===== src/rtl/mcu_pkg.sv =====
// Shared definitions for the MCU frame router: target ids, FSM states and
// a saturating byte-count helper.
package mcu_pkg;

    // Target ids carried in the first byte of each MCU frame
    localparam logic [7:0] TGT_SYSCTRL = 8'h00;
    localparam logic [7:0] TGT_HID     = 8'h01;
    localparam logic [7:0] TGT_OSD     = 8'h02;
    localparam logic [7:0] TGT_SDC     = 8'h03;
    localparam logic [7:0] TGT_STATUS  = 8'hFF;

    // Router frame state
    typedef enum logic [1:0] {
        ST_IDLE = 2'd0,
        ST_FWD  = 2'd1,
        ST_STAT = 2'd2,
        ST_DROP = 2'd3
    } rtr_state_t;

    // Increment that sticks at 255 instead of wrapping
    function automatic logic [7:0] sat_inc8(input logic [7:0] v);
        return (v == 8'hFF) ? v : v + 8'd1;
    endfunction

endpackage


===== src/rtl/mcu_int_merge.sv =====
// Interrupt merge for the MCU frame router: registered AND of the per-target
// active-low requests, plus the pending bitmap captured at a frame start.
module mcu_int_merge
    import mcu_pkg::*;
#(
    parameter int unsigned NUM_TARGETS = 4
) (
    input  logic                   clk,
    input  logic                   reset_n,
    input  logic [NUM_TARGETS-1:0] tgt_int_n,
    input  logic                   latch_en,
    output logic                   int_out_n,
    output logic [7:0]             pending
);

    logic [7:0] pend_next;

    // Active-high pending bitmap, bits above the target count forced to 0
    always_comb begin
        pend_next = '0;
        pend_next[NUM_TARGETS-1:0] = ~tgt_int_n;
    end

    // Merged interrupt every clk; bitmap frozen at each frame start
    always_ff @(posedge clk or negedge reset_n) begin
        if (!reset_n) begin
            int_out_n <= 1'b1;
            pending   <= '0;
        end else begin
            int_out_n <= &tgt_int_n;
            if (latch_en) begin
                pending <= pend_next;
            end
        end
    end

endmodule


===== src/rtl/mcu_frame_router.sv =====
// MCU frame router: demultiplexes the MCU byte stream to the control slaves
// selected by each frame's first byte, muxes the selected reply back and
// merges the slave interrupts.
module mcu_frame_router
    import mcu_pkg::*;
#(
    parameter int unsigned NUM_TARGETS = 4,
    parameter logic [7:0]  STATUS_ID   = TGT_STATUS
) (
    input  logic                     clk,
    input  logic                     reset_n,
    input  logic                     mcu_strobe,
    input  logic                     mcu_start,
    input  logic [7:0]               mcu_din,
    output logic [7:0]               mcu_dout,
    output logic [NUM_TARGETS-1:0]   tgt_strobe,
    output logic                     tgt_start,
    output logic [7:0]               tgt_din,
    input  logic [NUM_TARGETS*8-1:0] tgt_dout,
    input  logic [NUM_TARGETS-1:0]   tgt_int_n,
    output logic                     int_out_n,
    output logic [2:0]               active_tgt
);

    rtr_state_t             state;
    logic [2:0]             sel;
    logic                   first_flag;
    logic [7:0]             byte_cnt;
    logic                   start_strb;
    logic [7:0]             pending;
    logic [NUM_TARGETS-1:0] sel_onehot;
    logic [7:0]             reply_fwd;

    assign start_strb = mcu_strobe & mcu_start;
    assign active_tgt = sel;

    // Decode the selected target into a strobe mask and its reply byte
    always_comb begin
        sel_onehot = '0;
        reply_fwd  = '0;
        for (int unsigned k = 0; k < NUM_TARGETS; k++) begin
            if (sel == 3'(k)) begin
                sel_onehot[k] = 1'b1;
                reply_fwd     = tgt_dout[k*8 +: 8];
            end
        end
    end

    // Frame FSM: target selection on start bytes, forwarding of later bytes
    always_ff @(posedge clk or negedge reset_n) begin
        if (!reset_n) begin
            state      <= ST_IDLE;
            sel        <= '0;
            first_flag <= 1'b0;
            byte_cnt   <= '0;
            tgt_strobe <= '0;
            tgt_start  <= 1'b0;
            tgt_din    <= '0;
        end else begin
            tgt_strobe <= '0;
            tgt_start  <= 1'b0;
            if (mcu_strobe) begin
                if (mcu_start) begin
                    // A start always re-selects, aborting any frame in progress
                    byte_cnt <= '0;
                    if (32'(mcu_din) < NUM_TARGETS) begin
                        state      <= ST_FWD;
                        sel        <= mcu_din[2:0];
                        first_flag <= 1'b1;
                    end else if (mcu_din == STATUS_ID) begin
                        state <= ST_STAT;
                    end else begin
                        state <= ST_DROP;
                    end
                end else if (state != ST_IDLE) begin
                    byte_cnt <= sat_inc8(byte_cnt);
                    if (state == ST_FWD) begin
                        tgt_strobe <= sel_onehot;
                        tgt_din    <= mcu_din;
                        tgt_start  <= first_flag & (byte_cnt == 8'd0);
                        first_flag <= 1'b0;
                    end
                end
            end
        end
    end

    // Reply byte presented to the MCU shifter, registered every clk
    always_ff @(posedge clk or negedge reset_n) begin
        if (!reset_n) begin
            mcu_dout <= '0;
        end else begin
            case (state)
                ST_FWD:  mcu_dout <= reply_fwd;
                ST_STAT: mcu_dout <= pending;
                default: mcu_dout <= '0;
            endcase
        end
    end

    mcu_int_merge #(
        .NUM_TARGETS (NUM_TARGETS)
    ) u_int_merge (
        .clk       (clk),
        .reset_n   (reset_n),
        .tgt_int_n (tgt_int_n),
        .latch_en  (start_strb),
        .int_out_n (int_out_n),
        .pending   (pending)
    );

endmodule

===== config.mk =====
export PLATFORM = sky130hd
export DESIGN_NAME = mcu_frame_router
export DESIGN_NICKNAME = d
export VERILOG_FILES = /design/src/rtl/mcu_pkg.sv /design/src/rtl/mcu_int_merge.sv /design/src/rtl/mcu_frame_router.sv
export SDC_FILE = /design/constraint.sdc
export NUM_CORES = 1
export LEC_CHECK = 0
export BUFFER_PORTS_ARGS = -buffer_cell sky130_fd_sc_hd__buf_4
export CAP_MARGIN = 30
export CORE_MARGIN = 2
export CORE_UTILIZATION = 45
export CTS_BUF_LIST = sky130_fd_sc_hd__clkbuf_4 sky130_fd_sc_hd__clkbuf_8
export CTS_CLUSTER_DIAMETER = 100
export DETAILED_ROUTE_END_ITERATION = 8
export GPL_ROUTABILITY_DRIVEN = 0
export PLACE_DENSITY = 0.88
export SYNTH_ARGS = -nofsm -noshare
export SYNTH_HDL_FRONTEND = slang
export SYNTH_SLANG_ARGS = --single-unit
export TNS_END_PERCENT = 30

===== constraint.sdc =====
create_clock -name clk -period 1.7 [get_ports clk]
set_input_delay 0.17 -clock clk [delete_from_list [all_inputs] [get_ports clk]]
set_output_delay 0.17 -clock clk [all_outputs]
set_load 0.05 [all_outputs]

Word level (Yosys, flattened, before mapping)
Cells that the tools add are included.
{"block": "op_classes", "addsub": 1, "eq_ne": 9, "n_bitwise": 4, "reduce_logical": 11, "order_cmp": 1, "mux": 26}
{"cell": "two-way mux 8 bit", "count": 7}
{"cell": "equality test 8 bit, second input constant", "count": 2}
{"cell": "two-way mux 4 bit", "count": 4}
{"cell": "one-hot mux 8 bit (2 select lines)", "count": 1}
{"cell": "two-way mux 1 bit", "count": 13}
{"cell": "AND reduction 4 bit", "count": 3}
{"cell": "adder 8 x 1 -> 8 bit, second input constant", "count": 1}
{"cell": "zero test 8 bit", "count": 1}
{"cell": "< comparator 8 x 3 -> 1 bit, second input constant", "count": 1}
{"cell": "equality test 3 x 2 -> 1 bit, second input constant", "count": 2}
{"cell": "AND reduction 3 bit", "count": 2}
{"cell": "nonzero test 2 bit", "count": 3}
{"cell": "NOT 4 bit", "count": 1}
{"cell": "equality test 3 x 1 -> 1 bit, second input constant", "count": 1}
{"cell": "zero test 3 bit", "count": 1}
{"cell": "AND 1 bit", "count": 2}
{"cell": "equality test 2 x 1 -> 1 bit, second input constant", "count": 1}
{"cell": "equality test 2 bit, second input constant", "count": 1}
{"cell": "two-way mux 2 bit", "count": 1}
{"cell": "!= test 2 x 1 -> 1 bit, second input constant", "count": 1}
{"cell": "!= test 2 bit, second input constant", "count": 1}
{"cell": "AND reduction 2 bit", "count": 1}
{"cell": "NOT 1 bit", "count": 1}
{"block": "word_totals", "regBits": 40, "elab_cells": 62, "inputBits": 48, "out_inout_bits": 25}

Longest topological paths before layout
{"block": "depth", "ltp_word": 6, "mapped_depth": 6, "depth_no_buf": 6}

Cells and area by module
A second synthesis with hierarchy kept.
{"block": "unflattened", "hier_cells": 195, "hier_area_um2": 2024.4}
{"mod": "mcu_frame_router", "area_each_um2": 1795.5, "seq_area_each_um2": 875.8, "cells_per_inst": 175, "instances": 1}
{"mod": "mcu_int_merge", "area_each_um2": 229.0, "seq_area_each_um2": 126.4, "cells_per_inst": 20, "instances": 1}

Least setup slack after synthesis
Ideal clock, no wire load.
{"block": "synth_path", "path_type": "reg-to-reg", "from": "register sel[0], in the netlist active_tgt[0]", "to": "register mcu_dout[3]", "required_ns": 1.578, "arrival_ns": 1.678, "setup_slack_ns": -0.099, "n_path_buf": 1, "setup_ns": 0.122, "synth_period_minus_slack_ns": 1.799, "path_stages_with_launch": 4, "path_cell_list": "dfrtp_1 -> buf_4 -> mux4_2 -> a32o_1"}
{"block": "synth_between", "elab_chain_cells": 6, "elab_cells_between_ends": 9, "cone_classes": "3 x eq/ne; 5 x mux; 1 x reduce/logical"}
{"item": "start, declared", "line_no": "mcu_frame_router.sv:26", "text": "logic [2:0] sel;"}
{"item": "start signal, assigned", "line_no": "mcu_frame_router.sv:68", "text": "sel <= mcu_din[2:0];"}
{"item": "zero test 3 bit", "line_no": "mcu_frame_router.sv:42", "text": "if (sel == 3'(k)) begin"}
{"item": "two-way mux 8 bit (3 in a row)", "line_no": "mcu_frame_router.sv:42"}
{"item": "two-way mux 8 bit *", "line_no": "mcu_frame_router.sv:42"}
{"item": "one-hot mux 8 bit (2 select lines) *", "line_no": "mcu_frame_router.sv:93", "text": "case (state)"}
{"item": "end signal, assigned", "line_no": "mcu_frame_router.sv:94", "text": "ST_FWD: mcu_dout <= reply_fwd;"}
{"item": "end signal, assigned", "line_no": "mcu_frame_router.sv:95", "text": "ST_STAT: mcu_dout <= pending;"}
{"item": "end, declared", "line_no": "mcu_frame_router.sv:15", "text": "output logic [7:0] mcu_dout,"}
Every way passes the cells marked *; elsewhere a longest branch is shown, timed or not.
A chain may end at the register's enable or synchronous reset.

Worst setup path in the final report
{"block": "layout_path", "from": "register state[1]", "to": "register tgt_strobe[2]"}
{"block": "layout_between", "elab_chain_cells": 5, "elab_cells_between_ends": 6, "cone_classes": "1 x eq/ne; 4 x mux; 1 x reduce/logical"}
{"item": "start, declared", "line_no": "mcu_frame_router.sv:25", "text": "rtr_state_t state;"}
{"item": "start signal, assigned", "line_no": "mcu_frame_router.sv:52", "text": "state <= ST_IDLE;"}
{"item": "start signal, assigned", "line_no": "mcu_frame_router.sv:67", "text": "state <= ST_FWD;"}
{"item": "start signal, assigned", "line_no": "mcu_frame_router.sv:71", "text": "state <= ST_STAT;"}
{"item": "equality test 2 x 1 -> 1 bit", "line_no": "mcu_frame_router.sv:77", "text": "if (state == ST_FWD) begin"}
{"item": "two-way mux 4 bit", "line_no": "mcu_frame_router.sv:77"}
{"item": "two-way mux 4 bit *", "line_no": "mcu_frame_router.sv:75", "text": "end else if (state != ST_IDLE) begin"}
{"item": "two-way mux 4 bit *", "line_no": "mcu_frame_router.sv:63", "text": "if (mcu_start) begin"}
{"item": "two-way mux 4 bit *", "line_no": "mcu_frame_router.sv:62", "text": "if (mcu_strobe) begin"}
{"item": "end signal, assigned", "line_no": "mcu_frame_router.sv:78", "text": "tgt_strobe <= sel_onehot;"}
{"item": "end, declared", "line_no": "mcu_frame_router.sv:16", "text": "output logic [NUM_TARGETS-1:0] tgt_strobe,"}
Marked as above.

==> flow_summary.yaml <==
run_status:
  outcome: "finished clean"
cts:
  htree_levels: 2
  numClockSinks: 40
  path_clk_slew_ns: 0.07
  cts_tree: "yes"
  clockBufferDepth: 2
  cts_inserted_buffers: 5
  worstSkewPairLatency_ns: 0.31
  cts_root_buf: "clkbuf_8"
power_and_ir_drop:
  power_uw: 2280
  cellLeakagePower_uw: 0.00131
  ir_drop_mv: 0.708
  power.density_nw_per_um2: 853
sta:
  finalClockSkew_ns: 0.00509
  setup_violations: 0
  slew_violations: 0
  tightest_slew_ns: 0.493
  slew-limit-headroom: 0.672
  setup_tns_ns: 0
  rsz0062_at_grt: "no"
  clock.fmax_ghz: 0.622
  min_period_ns: 1.61
  finalHoldViolations: 0
  fin_crit_sh: 0.946
worst_setup_path:
  rr_worst_depth: 5
  r2r-start: "state[1]"
  worstSetupPathType: "reg -> reg"
  crit_arrival_ns: 1.83
  crit_slowest_cell: "or4b_4"
  r2r-end: "tgt_strobe[2]"
  slowest_delay_ns: 0.56
  crit_chain: "inv_2 > ha_1 > nand2b_1 > or4b_4 > nor3b_2"
  reg2reg_slack_ns: 0.09
  path_max_fanout: 4
  start_kind: "register"
  endpoint_kind: "register"
  crit_required_ns: 1.93
placement:
  hpwl_um: 3440
  port_buffers: 72
  post-place-cells: 283
routing:
  drtPass1Iterations: 4
  wire_per_inst_um: 16.2
  ant_nets: 0
  via_count: 1606
  drc_errors: 0
  drt_iter0_drc: 116
  routed_via_density: 5.48
  wl_um: 4760
yosys:
  ys_async_sr_fraction: 1.00
  syn_area_per_cell_um2: 11.7
  yosys.cell_types.count: 42
  yosysSeqAreaShare: 0.526
  syn_nets: 216
  syn_area_um2: 1910
  synth_ff_type: "dfrtp_1"
  synth-edff-count: 0
  netlist.area_leader.share: 0.512
  yosys_warnings: 0
  synth_cells: 163
  synth.area.top_cells: "dfrtp_1 (51%), mux2_2 (5.9%), mux4_2 (5.9%)"
  ys_ff_latch: 40
  synth_top_cell_by_area: "dfrtp_1"
worst_hold_path:
  hold_depth: 2
  min_delay_worst_endpoint: "u_int_merge.pending[2]"
  hp-start: "tgt_int_n[2]"
  hold_class: "in -> reg"
floorplan:
  die_w_um: 69.1
  die_h_um: 69.1
  core_area_um2: 4030
  initial_utilization: 0.473
  rows: 23
  dieArea_um2: 4770
  io_pins: 73
cells_and_area:
  stdcell_count: 293
  area_growth_syn_to_layout_pct: 40.1
  antennaDiodeCount: 0
  post_route_cells_drive_above_1_share: 0.465
  layout.nets: 295
global_routing:
  first_global_vias: 1592
  grt_max_degree: 41
  grt-ovfl-total: 0
  grt_use_total: 0.209
  grt_pass1_wl_um: 7830
  antenna_found_initial: 0
run:
  maxCapViolCount: 0
-- how the worst max path moves through the flow --
stage	start	end	depth (start not counted)
after floorplan	active_tgt[1]	mcu_dout[7]	4
after global placement	state[1]	byte_cnt[0]	6
after detailed placement	state[1]	byte_cnt[0]	6
after CTS	state[1]	byte_cnt[7]	6
after global routing	state[1]	tgt_strobe[2]	5
final	state[1]	tgt_strobe[2]	5
-- cell families after synthesis --
logic type      after synthesis  share of synthesized area
simple gates                 60                      0.174
flops                        40                      0.526
compound gates               28                      0.105
mux                          18                      0.135
buf+inv                      12                     0.0276
fa+ha+maj                     5                     0.0328
-- per-layer routing --
layer / global-route usage / share of wire
met2: 0.346 / 0.51
met5: 0 / 0
met4: 0.0959 / 0.031
met1: 0.260 / 0.41
met3: 0.0468 / 0.047
-- where the power goes --
| part | internal [uW] | leakage [uW] | switching [uW] |
|---|---|---|---|
| Combinational | 202 | 0.000715 | 221 |
| Clock | 451 | 0.0000586 | 335 |
| Sequential | 1010 | 0.000533 | 59.8 |
| Total | 1660 | 0.00131 | 615 |
-- sequential cells by signal, summed over array words and instances, names as in the netlist --
name / flops
u_int_merge.pending: 4
tgt_din: 8
u_int_merge.int_out_n: 1
state: 2
byte_cnt: 8
tgt_strobe: 4
mcu_dout: 8
active_tgt: 3
tgt_start: 1
first_flag: 1
-- worst max-delay path: cells and delay by family (launching register included) --
kind                       cells  cell delay, ns
and+or+nand+nor                3            0.86
adders and majority gates      1            0.17
DFF                            1            0.40
buffers and inverters          1            0.10
-- layout by cell type, fill, tap and decap left out, types with 4 or more instances in the layout --
| cell | Yosys | routed |
|---|---|---|
| nor2_1 | 12 | 12 |
| nand2_1 | 11 | 11 |
| nor2b_1 | 5 | 4 |
| nand4_1 | 5 | 5 |
| inv_1 | 6 | 4 |
| o21ai_0 | 8 | 8 |
| dfrtp_1 | 39 | 38 |
| mux2_2 | 10 | 10 |
| ha_1 | 5 | 4 |
| nand2b_1 | 4 | 4 |
| mux4_2 | 5 | 5 |
| buf_4 | 1 | 77 |
| clkbuf_8 | 0 | 5 |
| a32o_1 | 4 | 4 |
| a211oi_1 | 5 | 5 |
-- final cells by class --
class                   instances  area (um2)
multi-input cells             111         881
flip-flops and latches         40        1000
clock inverters                 2        35.0
fillers                       327        1360
repair buffers                 78         588
clock buffers                   6        76.3
well taps                      50        62.6
inverters                       6        22.5
-- per-stage QoR --
| step | setup WS, ns | util | hold slack (ns) | instance area (um2) |
|---|---|---|---|---|
| 2_1_floorplan | 0.00815 | - | -0.126 | 1910 |
| 3_3_place_gp | 0.0722 | 0.623 | 0.169 | 2510 |
| 3_5_place_dp | 0.0000340 | 0.623 | 0.174 | 2510 |
| 4_1_cts | 0.0401 | 0.654 | 0.0625 | 2640 |
| 5_1_grt | 0.00261 | 0.662 | 0.0571 | 2670 |
| 6_report | 0.0921 | 0.662 | 0.0590 | 2670 |
-- cell usage after synthesis, types with 2 or more instances --
cell      number
a211oi_1       5
a21oi_1        2
a32o_1         4
and2_1         3
and3_1         2
and4_1         2
buf_2          3
clkbuf_1       2
dfrtp_1       39
ha_1           5
inv_1          6
mux2_2        10
mux2i_1        2
mux4_2         5
nand2_1       11
nand2b_1       4
nand3_1        2
nand4_1        5
nor2_1        12
nor2b_1        5
nor3_1         3
nor4_1         2
o21ai_0        8
o221ai_1       3
-- timing repair --
| item | in CTS | in global routing |
|---|---|---|
| buffers inserted | 0 | 1 |
| hold endpoints to repair | 39 | 0 |
| setup endpoints to repair | 1 | 11 |
| pin swaps | 0 | 2 |
| hold buffers | 1 | 0 |
| gates resized for setup | 2 | 8 |
Power figures use the tool's default switching activity.
